## src/rtl/vcount_pkg.sv

```systemverilog
// Shared constants for the vcount lab counter and its control stage.
// The default debounce and tick periods are derived from the board clock here.
package vcount_pkg;

    localparam int CNT_W = 3;
    localparam logic [CNT_W-1:0] CNT_MAX = 3'd7;
    localparam logic [CNT_W-1:0] CNT_MIN = 3'd0;

    localparam int CLK_HZ  = 50_000_000;
    localparam int DEB_HZ  = 1_000;
    localparam int TICK_HZ = 1;

    localparam int DEF_DEB_CYCLES = CLK_HZ / DEB_HZ;
    localparam int DEF_TICK_DIV   = CLK_HZ / TICK_HZ;

endpackage

```

## src/rtl/btn_debounce.sv

```systemverilog
// Button conditioner: two-flop synchroniser, stability counter and press pulse.
// level follows din once din has held a new value for DEB_CYCLES cycles;
// press pulses for one cycle when level rises.
module btn_debounce
    import vcount_pkg::*;
#(
    parameter int DEB_CYCLES = DEF_DEB_CYCLES
) (
    input  logic clk,
    input  logic rst,
    input  logic din,
    output logic level,
    output logic press
);

    localparam int CW = $clog2(DEB_CYCLES + 1);
    localparam logic [CW-1:0] LAST = CW'(DEB_CYCLES - 1);

    logic          sync1;
    logic          sync2;
    logic [CW-1:0] cnt;
    logic          accept;

    assign accept = (sync2 != level) && (cnt == LAST);

    // Bring the raw button into the clock domain through two flops
    always_ff @(posedge clk or negedge rst) begin
        if (!rst) begin
            sync1 <= 1'b0;
            sync2 <= 1'b0;
        end else begin
            sync1 <= din;
            sync2 <= sync1;
        end
    end

    // Count consecutive cycles that disagree with the accepted level and flip it once long enough
    always_ff @(posedge clk or negedge rst) begin
        if (!rst) begin
            cnt   <= '0;
            level <= 1'b0;
            press <= 1'b0;
        end else begin
            press <= accept && !level;
            if (sync2 == level) begin
                cnt <= '0;
            end else if (accept) begin
                cnt   <= '0;
                level <= ~level;
            end else begin
                cnt <= cnt + CW'(1);
            end
        end
    end

endmodule

```

## src/rtl/vcount_ctrl.sv

```systemverilog
// Control stage in front of the 3-bit vcount counter: debounced buttons toggle
// pause/decrement, clear produces a one-cycle clr_n, and a divider makes tick.
// Optional macro VCOUNT_BOUNCE_EN: reverse direction automatically at 7 and 0 using q.
module vcount_ctrl
    import vcount_pkg::*;
#(
    parameter int DEB_CYCLES = DEF_DEB_CYCLES,
    parameter int TICK_DIV   = DEF_TICK_DIV
) (
    input  logic       clk,
    input  logic       rst,
    input  logic       btn_pause,
    input  logic       btn_dir,
    input  logic       btn_clr,
    input  logic [2:0] q,
    output logic       pause,
    output logic       decrement,
    output logic       tick,
    output logic       clr_n
);

    localparam int DW = $clog2(TICK_DIV);
    localparam logic [DW-1:0] DIV_LAST = DW'(TICK_DIV - 1);

    logic          pause_press;
    logic          dir_press;
    logic          clr_press;
    logic          pause_level_unused;
    logic          dir_level_unused;
    logic          clr_level_unused;
    logic          pause_nxt;
    logic          dec_nxt;
    logic [DW-1:0] div;

    btn_debounce #(.DEB_CYCLES(DEB_CYCLES)) u_deb_pause (
        .clk   (clk),
        .rst   (rst),
        .din   (btn_pause),
        .level (pause_level_unused),
        .press (pause_press)
    );

    btn_debounce #(.DEB_CYCLES(DEB_CYCLES)) u_deb_dir (
        .clk   (clk),
        .rst   (rst),
        .din   (btn_dir),
        .level (dir_level_unused),
        .press (dir_press)
    );

    btn_debounce #(.DEB_CYCLES(DEB_CYCLES)) u_deb_clr (
        .clk   (clk),
        .rst   (rst),
        .din   (btn_clr),
        .level (clr_level_unused),
        .press (clr_press)
    );

    assign pause_nxt = pause ^ pause_press;

`ifndef VCOUNT_BOUNCE_EN
    logic unused_q;
    assign unused_q = ^q;
`endif

    // Next direction: a Dir press always toggles; with bounce enabled the range ends turn the count round
    always_comb begin
        dec_nxt = decrement;
`ifdef VCOUNT_BOUNCE_EN
        if (dir_press) begin
            dec_nxt = ~decrement;
        end else if ((q == CNT_MAX) && !decrement) begin
            dec_nxt = 1'b1;
        end else if ((q == CNT_MIN) && decrement) begin
            dec_nxt = 1'b0;
        end
`else
        if (dir_press) begin
            dec_nxt = ~decrement;
        end
`endif
    end

    // Level outputs toggled by button presses
    always_ff @(posedge clk or negedge rst) begin
        if (!rst) begin
            pause     <= 1'b0;
            decrement <= 1'b0;
        end else begin
            pause     <= pause_nxt;
            decrement <= dec_nxt;
        end
    end

    // One-cycle active-low clear following a clear press
    always_ff @(posedge clk or negedge rst) begin
        if (!rst) begin
            clr_n <= 1'b1;
        end else begin
            clr_n <= ~clr_press;
        end
    end

    // Tick divider; frozen in any cycle where pause is set before or after the edge so tick never overlaps pause
    always_ff @(posedge clk or negedge rst) begin
        if (!rst) begin
            div  <= '0;
            tick <= 1'b0;
        end else if (clr_press) begin
            div  <= '0;
            tick <= 1'b0;
        end else if (!pause && !pause_nxt) begin
            if (div == DIV_LAST) begin
                div  <= '0;
                tick <= 1'b1;
            end else begin
                div  <= div + DW'(1);
                tick <= 1'b0;
            end
        end else begin
            tick <= 1'b0;
        end
    end

endmodule

```

## config.mk

```make
export PLATFORM = sky130hd
export DESIGN_NAME = vcount_ctrl
export DESIGN_NICKNAME = d
export VERILOG_FILES = /design/src/rtl/vcount_pkg.sv /design/src/rtl/btn_debounce.sv /design/src/rtl/vcount_ctrl.sv
export SDC_FILE = /design/constraint.sdc
export NUM_CORES = 1
export LEC_CHECK = 0
export ABC_CLOCK_PERIOD_IN_PS = 2200
export CORE_MARGIN = 3
export CORE_UTILIZATION = 55
export CTS_BUF_LIST = sky130_fd_sc_hd__clkbuf_8
export DETAILED_ROUTE_END_ITERATION = 10
export PLACE_DENSITY = 0.78
export SLEW_MARGIN = 10
export SYNTH_ARGS = -nofsm -noshare
export SYNTH_HDL_FRONTEND = slang
export SYNTH_SLANG_ARGS = --single-unit
```

## constraint.sdc

```tcl
create_clock -name clk -period 2.2 [get_ports clk]
set_input_delay 0.44 -clock clk [delete_from_list [all_inputs] [get_ports clk]]
set_output_delay 0.44 -clock clk [all_outputs]
set_load 0.01 [all_outputs]
```

* Yosys cells after proc, flatten, opt, wreduce, memory -nomap -nowiden *
Cells that the tools add are included.

word-level totals
  register bits = 90
  input bits = 8
  output and inout bits = 4
  logic and storage cells = 71

cells by class
  $add $sub $neg = 4
  equality and inequality tests = 10
  mux-type cells = 12
  bitwise gates (word level) = 9
  reduce and logical (&&, ||, !) cells = 16

operators by type and width
  kind                                                              number
  16-bit 2-to-1 mux                                                 6
  26-bit 2-to-1 mux                                                 3
  16-bit by 1-bit adder with 16-bit output (second input constant)  3
  16-bit == test (second input constant)                            3
  26-bit by 1-bit adder with 26-bit output (second input constant)  1
  26-bit == test (second input constant)                            1
  1-bit inverter                                                    8
  1-bit logical AND                                                 7
  2-bit AND reduction                                               3
  1-bit logical NOT                                                 5
  1-bit == test                                                     3
  1-bit 2-to-1 mux                                                  3
  1-bit inequality test                                             3
  2-bit nonzero test                                                1
  1-bit bitwise XOR                                                 1

* Longest topological paths before layout *
  depth after elaboration = 5
  depth in mapped cells = 8
  depth with buffers taken out = 6

* Hierarchy *
Synthesis repeated with hierarchy kept, for this count alone.

second synthesis, totals
  cell total of the unflattened synthesis = 419
  area, all modules = 4431.8 sq um

modules (own cells, without submodules)
  module        instances  cells an instance  area each (sq um)  sequential area each (sq um)
  btn_debounce  3          85                 942.2              500.5
  vcount_ctrl   1          164                1605.3             752.0

* Worst setup path before layout *
Ideal clock, no wire load.

  path kind = flip-flop to flip-flop
  from = reg pause
  to = reg div[13]
  setup time = 78 ps
  arrival = 1827 ps
  required time = 2122 ps
  slack = 295 ps
  cell stages (with the launch flop) = 9
  path buffers = 2
  period minus slack after synthesis = 1905 ps
  path through = dfrtp_1 inv_1 ha_1 buf_4 o211ai_4 or3_4 buf_6 or4_1 a21oi_1

between the ends
  word-level cells in the longest chain between the ends = 4
  elaborated cells between the ends (all ways) = 5
  classes of those cells = bitwise (1); reduce/logical (4)

ends and longest elaborated chain
  what                                   line                text
  start, declared                        vcount_ctrl.sv:16   output logic pause,
  start signal, assigned                 vcount_ctrl.sv:90   pause <= pause_nxt;
  1-bit bitwise XOR                      vcount_ctrl.sv:59   assign pause_nxt = pause ^ pause_press;
  1-bit logical NOT                      vcount_ctrl.sv:112  end else if (!pause && !pause_nxt) begin
  1-bit logical AND *                    vcount_ctrl.sv:112
  2-bit nonzero test (no source line) *  --
  end signal, assigned                   vcount_ctrl.sv:117  div <= div + DW'(1);
  end, declared                          vcount_ctrl.sv:33   logic [DW-1:0] div;

Mark *: on every way between the ends. The rest lies on a longest branch, timed or not.
A chain may end at the register's enable or synchronous reset.

* Worst setup path after layout *
  from = reg pause
  to = reg div[21]

The elaborated chain is that of the path after synthesis.

==> results.sh <==
export IMPL_cts_root_buf="sky130_fd_sc_hd__clkbuf_8"
export IMPL_ctsHoldBuffers=0
export IMPL_cellPowerDensity_mw_per_mm2=610
export IMPL_leakagePower_nw=1.95
export IMPL_initial_core_util_pct=58.0
export IMPL_final_area_mm2=0.00472
export IMPL_leading_cell_types_by_total_area_after_synthesis="sky130_fd_sc_hd__dfrtp_1, sky130_fd_sc_hd__xor2_1, sky130_fd_sc_hd__nor2_1"
export IMPL_cts_made_buffers=9
export IMPL_max_slew_worst_pin_slew_ns=0.512
export IMPL_reg2regPathDepth=6
export IMPL_htreeDepth=3
export IMPL_clk_insertion_delay_late_ns=0.36
export IMPL_internal_power_mw=2.22
export IMPL_ys_ff_latch=90
export IMPL_dr_first_iter_drc_count=143
export IMPL_critPathRequiredTime_ns=2.48
export IMPL_synthArstFlopShare_pct=100
export IMPL_regToRegStartpoint="pause"
export IMPL_overflow=0
export IMPL_timing_reg2reg_setup_slack_ns=0.24
export IMPL_place_detailed_instances=520
export IMPL_timing_critical_path_from="pause"
export IMPL_vias_in_the_first_global_route=3130
export IMPL_wl_per_cell_um=14.9
export IMPL_drive_above_1_share_pct=7.32
export IMPL_worst_setup_hold_path_clk_slew_ns=0.09
export IMPL_postSynthNetCount=432
export IMPL_synth_cells_most_frequent="sky130_fd_sc_hd__dfrtp_1, sky130_fd_sc_hd__nor2_1, sky130_fd_sc_hd__xor2_1"
export IMPL_setup_violations_final=0
export IMPL_power_combinational_fraction_pct=2.9
export IMPL_post_synth_top_count_cell="sky130_fd_sc_hd__dfrtp_1"
export IMPL_detail_route_vias_per_cell=5.91
export IMPL_floorplan_core_area_mm2=0.00745
export IMPL_timing_setup_tns_ns=0
export IMPL_gp_congestion=0.886
export IMPL_max_cap_viol_count=0
export IMPL_p_sw_mw=0.658
export IMPL_clock_power_share_pct=38.5
export IMPL_detailed_place_hpwl_um=5320
export IMPL_average_cell_area_after_synthesis_um2=10.3
export IMPL_detailed_place_area_mm2=0.00452
export IMPL_synth_top_area_cell="sky130_fd_sc_hd__dfrtp_1"
export IMPL_number_of_enable_type_register_cells_in_the_synthesized_netlist=0
export IMPL_power_frac_seq_pct=58.6
export IMPL_switching_share_pct=22.9
export IMPL_yosys_cell_types_count=40
export IMPL_crit_type="register to register"
export IMPL_syn_area_mm2=0.00432
export IMPL_timing_final_crit_period_ns=1.96
export IMPL_timing_max_slew_rel_slack_pct=65.8
export IMPL_skew_ns=0.0151
export IMPL_drt_pass1_iter_count=4
export IMPL_grt_max_degree=42
export IMPL_ant_nets=0
export IMPL_via_count=3169
export IMPL_final_cell_count_no_fill=536
export IMPL_area_growth_syn_to_layout_pct=9.30
export IMPL_run_status="complete, no violations"
export IMPL_yosysSeqAreaShare_pct=52.2
export IMPL_die_width_um=94.6
export IMPL_cp_data_arrival_time_ns=2.23
export IMPL_clock_sinks=90
export IMPL_synth_main_ff_cell="sky130_fd_sc_hd__dfrtp_1"
export IMPL_yosysWarningCount=0
export IMPL_worst_ir_drop_vdd_uv=366
export IMPL_postSynthCellCount=419
export IMPL_drc_errors=0
export IMPL_grt_first_pass_wirelength_um=14100
export IMPL_critical_path_peak_fanout=14
export IMPL_aggregate_global_route_resource_usage_pct=19.8
export IMPL_diodes=0
export IMPL_fmax_ghz=0.511
export IMPL_timing_hold_worst_class="input pin to asynchronous set/reset pin"
export IMPL_die_outline_area_mm2=0.00895
export IMPL_placement_rows=31
export IMPL_drt_total_wl_um=8010
export IMPL_final_max_slew_viol_count=0
export IMPL_ioPinCount=12
export IMPL_cts_resized=0
export IMPL_setup_worst_path_start_class="register"
export IMPL_tritoncts="yes"
export IMPL_endpoint_kind="register"
export IMPL_finalCritPeriodShare_pct=89.0
export IMPL_synth_top_cell_area_share_pct=51.6
export IMPL_port_buffer_count=8
export IMPL_grt_antenna_before_repair=0
export IMPL_clk_path_buf_depth=2
export IMPL_endpoint_of_the_worst_slack_reg_to_reg_timing_path="div[21]"
export IMPL_final_hold_viol_count=0
export IMPL_final_core_util_pct=63.4
export IMPL_grt_setup_unrepaired="false"
export IMPL_nets=445
export IMPL_cts_setup_buffers=0
export IMPL_chipHeight_um=94.6
## per-layer routing
metal / vias up / GRT usage [%] / wire, um
met5: - / 0 / 0
met4: 0 / 8.29 / 124
met3: 11 / 3.51 / 202
met2: 34 / 32.3 / 4010
met1: 1581 / 26.0 / 3680
li1: 1543 / - / -
## flip-flops by register name, indices dropped and copies added (netlist names)
name and cells:
u_deb_dir.cnt 16, u_deb_clr.sync2 1, tick 1, u_deb_dir.level 1, u_deb_dir.sync1 1, clr_n 1, u_deb_clr.cnt 16, u_deb_pause.sync2 1
decrement 1, div 26, u_deb_clr.level 1, pause 1, u_deb_pause.sync1 1, u_deb_dir.sync2 1, u_deb_pause.cnt 16, u_deb_clr.sync1 1
u_deb_pause.level 1, u_deb_dir.press 1, u_deb_clr.press 1, u_deb_pause.press 1
## worst max-delay path by stage
| stage | endpoint | slack (ns) |
|---|---|---|
| global placement | div[25] | 0.31 |
| CTS | div[21] | 0.19 |
| detailed placement | div[21] | 0.21 |
| finish | div[21] | 0.24 |
| floorplan | div[13] | 0.30 |
| global route | div[21] | 0.09 |
## power groups by stage
stage          Clock, mW  Sequential [mW]  Combinational [mW]
6_report            1.11             1.69              0.0842
4_1_cts             1.14             1.69              0.0878
5_1_grt             1.21             1.69              0.0980
3_5_place_dp           0             1.72              0.0868
2_1_floorplan          0             1.72              0.0321
3_3_place_gp           0             1.72              0.0834
## worst max-delay path: stages (launching register included)
cell and delay (ns):
sky130_fd_sc_hd__dfrtp_1 0.38, sky130_fd_sc_hd__inv_1 0.06, sky130_fd_sc_hd__ha_1 0.23, sky130_fd_sc_hd__o211ai_4 0.13
sky130_fd_sc_hd__or3_4 0.42, sky130_fd_sc_hd__or4_1 0.51, sky130_fd_sc_hd__a21oi_1 0.16
## logic make-up after synthesis
kind of cell | share of synthesized area (%)
fa+ha+maj | 1.45
compound gates | 8.08
flops | 52.2
buf+inv | 2.26
mux | 0.522
simple gates | 25.8
xor+xnor | 9.74
## cell usage in the layout (no fill, tap or decap), types with 2 or more instances in the layout
cell / Yosys / final
sky130_fd_sc_hd__xor2_1: 30 / 30
sky130_fd_sc_hd__clkdlybuf4s50_1: 0 / 7
sky130_fd_sc_hd__buf_4: 2 / 7
sky130_fd_sc_hd__clkbuf_8: 0 / 9
sky130_fd_sc_hd__dfrtp_1: 89 / 89
sky130_fd_sc_hd__and4_1: 7 / 7
sky130_fd_sc_hd__or3_1: 12 / 12
sky130_fd_sc_hd__nand3_1: 23 / 23
sky130_fd_sc_hd__ha_1: 5 / 5
sky130_fd_sc_hd__and3_1: 12 / 12
sky130_fd_sc_hd__nor4_1: 2 / 2
sky130_fd_sc_hd__clkinvlp_4: 0 / 2
sky130_fd_sc_hd__mux2_2: 2 / 2
sky130_fd_sc_hd__a21oi_1: 25 / 25
sky130_fd_sc_hd__xnor2_1: 18 / 18
sky130_fd_sc_hd__nor3b_1: 2 / 2
sky130_fd_sc_hd__or4_1: 12 / 12
sky130_fd_sc_hd__and2_1: 4 / 4
sky130_fd_sc_hd__nand4_1: 27 / 27
sky130_fd_sc_hd__nor3_1: 8 / 8
sky130_fd_sc_hd__nor4bb_1: 5 / 5
sky130_fd_sc_hd__o31ai_1: 12 / 12
sky130_fd_sc_hd__o21ai_0: 11 / 11
sky130_fd_sc_hd__nor2_1: 50 / 50
sky130_fd_sc_hd__nand2_1: 24 / 24
sky130_fd_sc_hd__nor4b_1: 5 / 5
sky130_fd_sc_hd__inv_1: 8 / 10
## through the flow
stage	hold WS [ns]	total power, mW	worst slack [ns]
2_1_floorplan	0.144	1.75	0.295
3_3_place_gp	0.332	1.80	0.309
3_5_place_dp	0.337	1.81	0.213
4_1_cts	0.0341	2.92	0.188
5_1_grt	0.0518	3.00	0.0918
6_report	0.0319	2.88	0.242
## cell type report
| class | instances | area (um2) |
|---|---|---|
| fillers | 605 | 2730 |
| repair buffers | 15 | 143 |
| inverters | 8 | 30.0 |
| clock inverters | 7 | 70.1 |
| well taps | 99 | 124 |
| multi-input cells | 308 | 1980 |
| flip-flops and latches | 90 | 2250 |
| clock buffers | 9 | 124 |
Power figures use the tool's default switching activity.
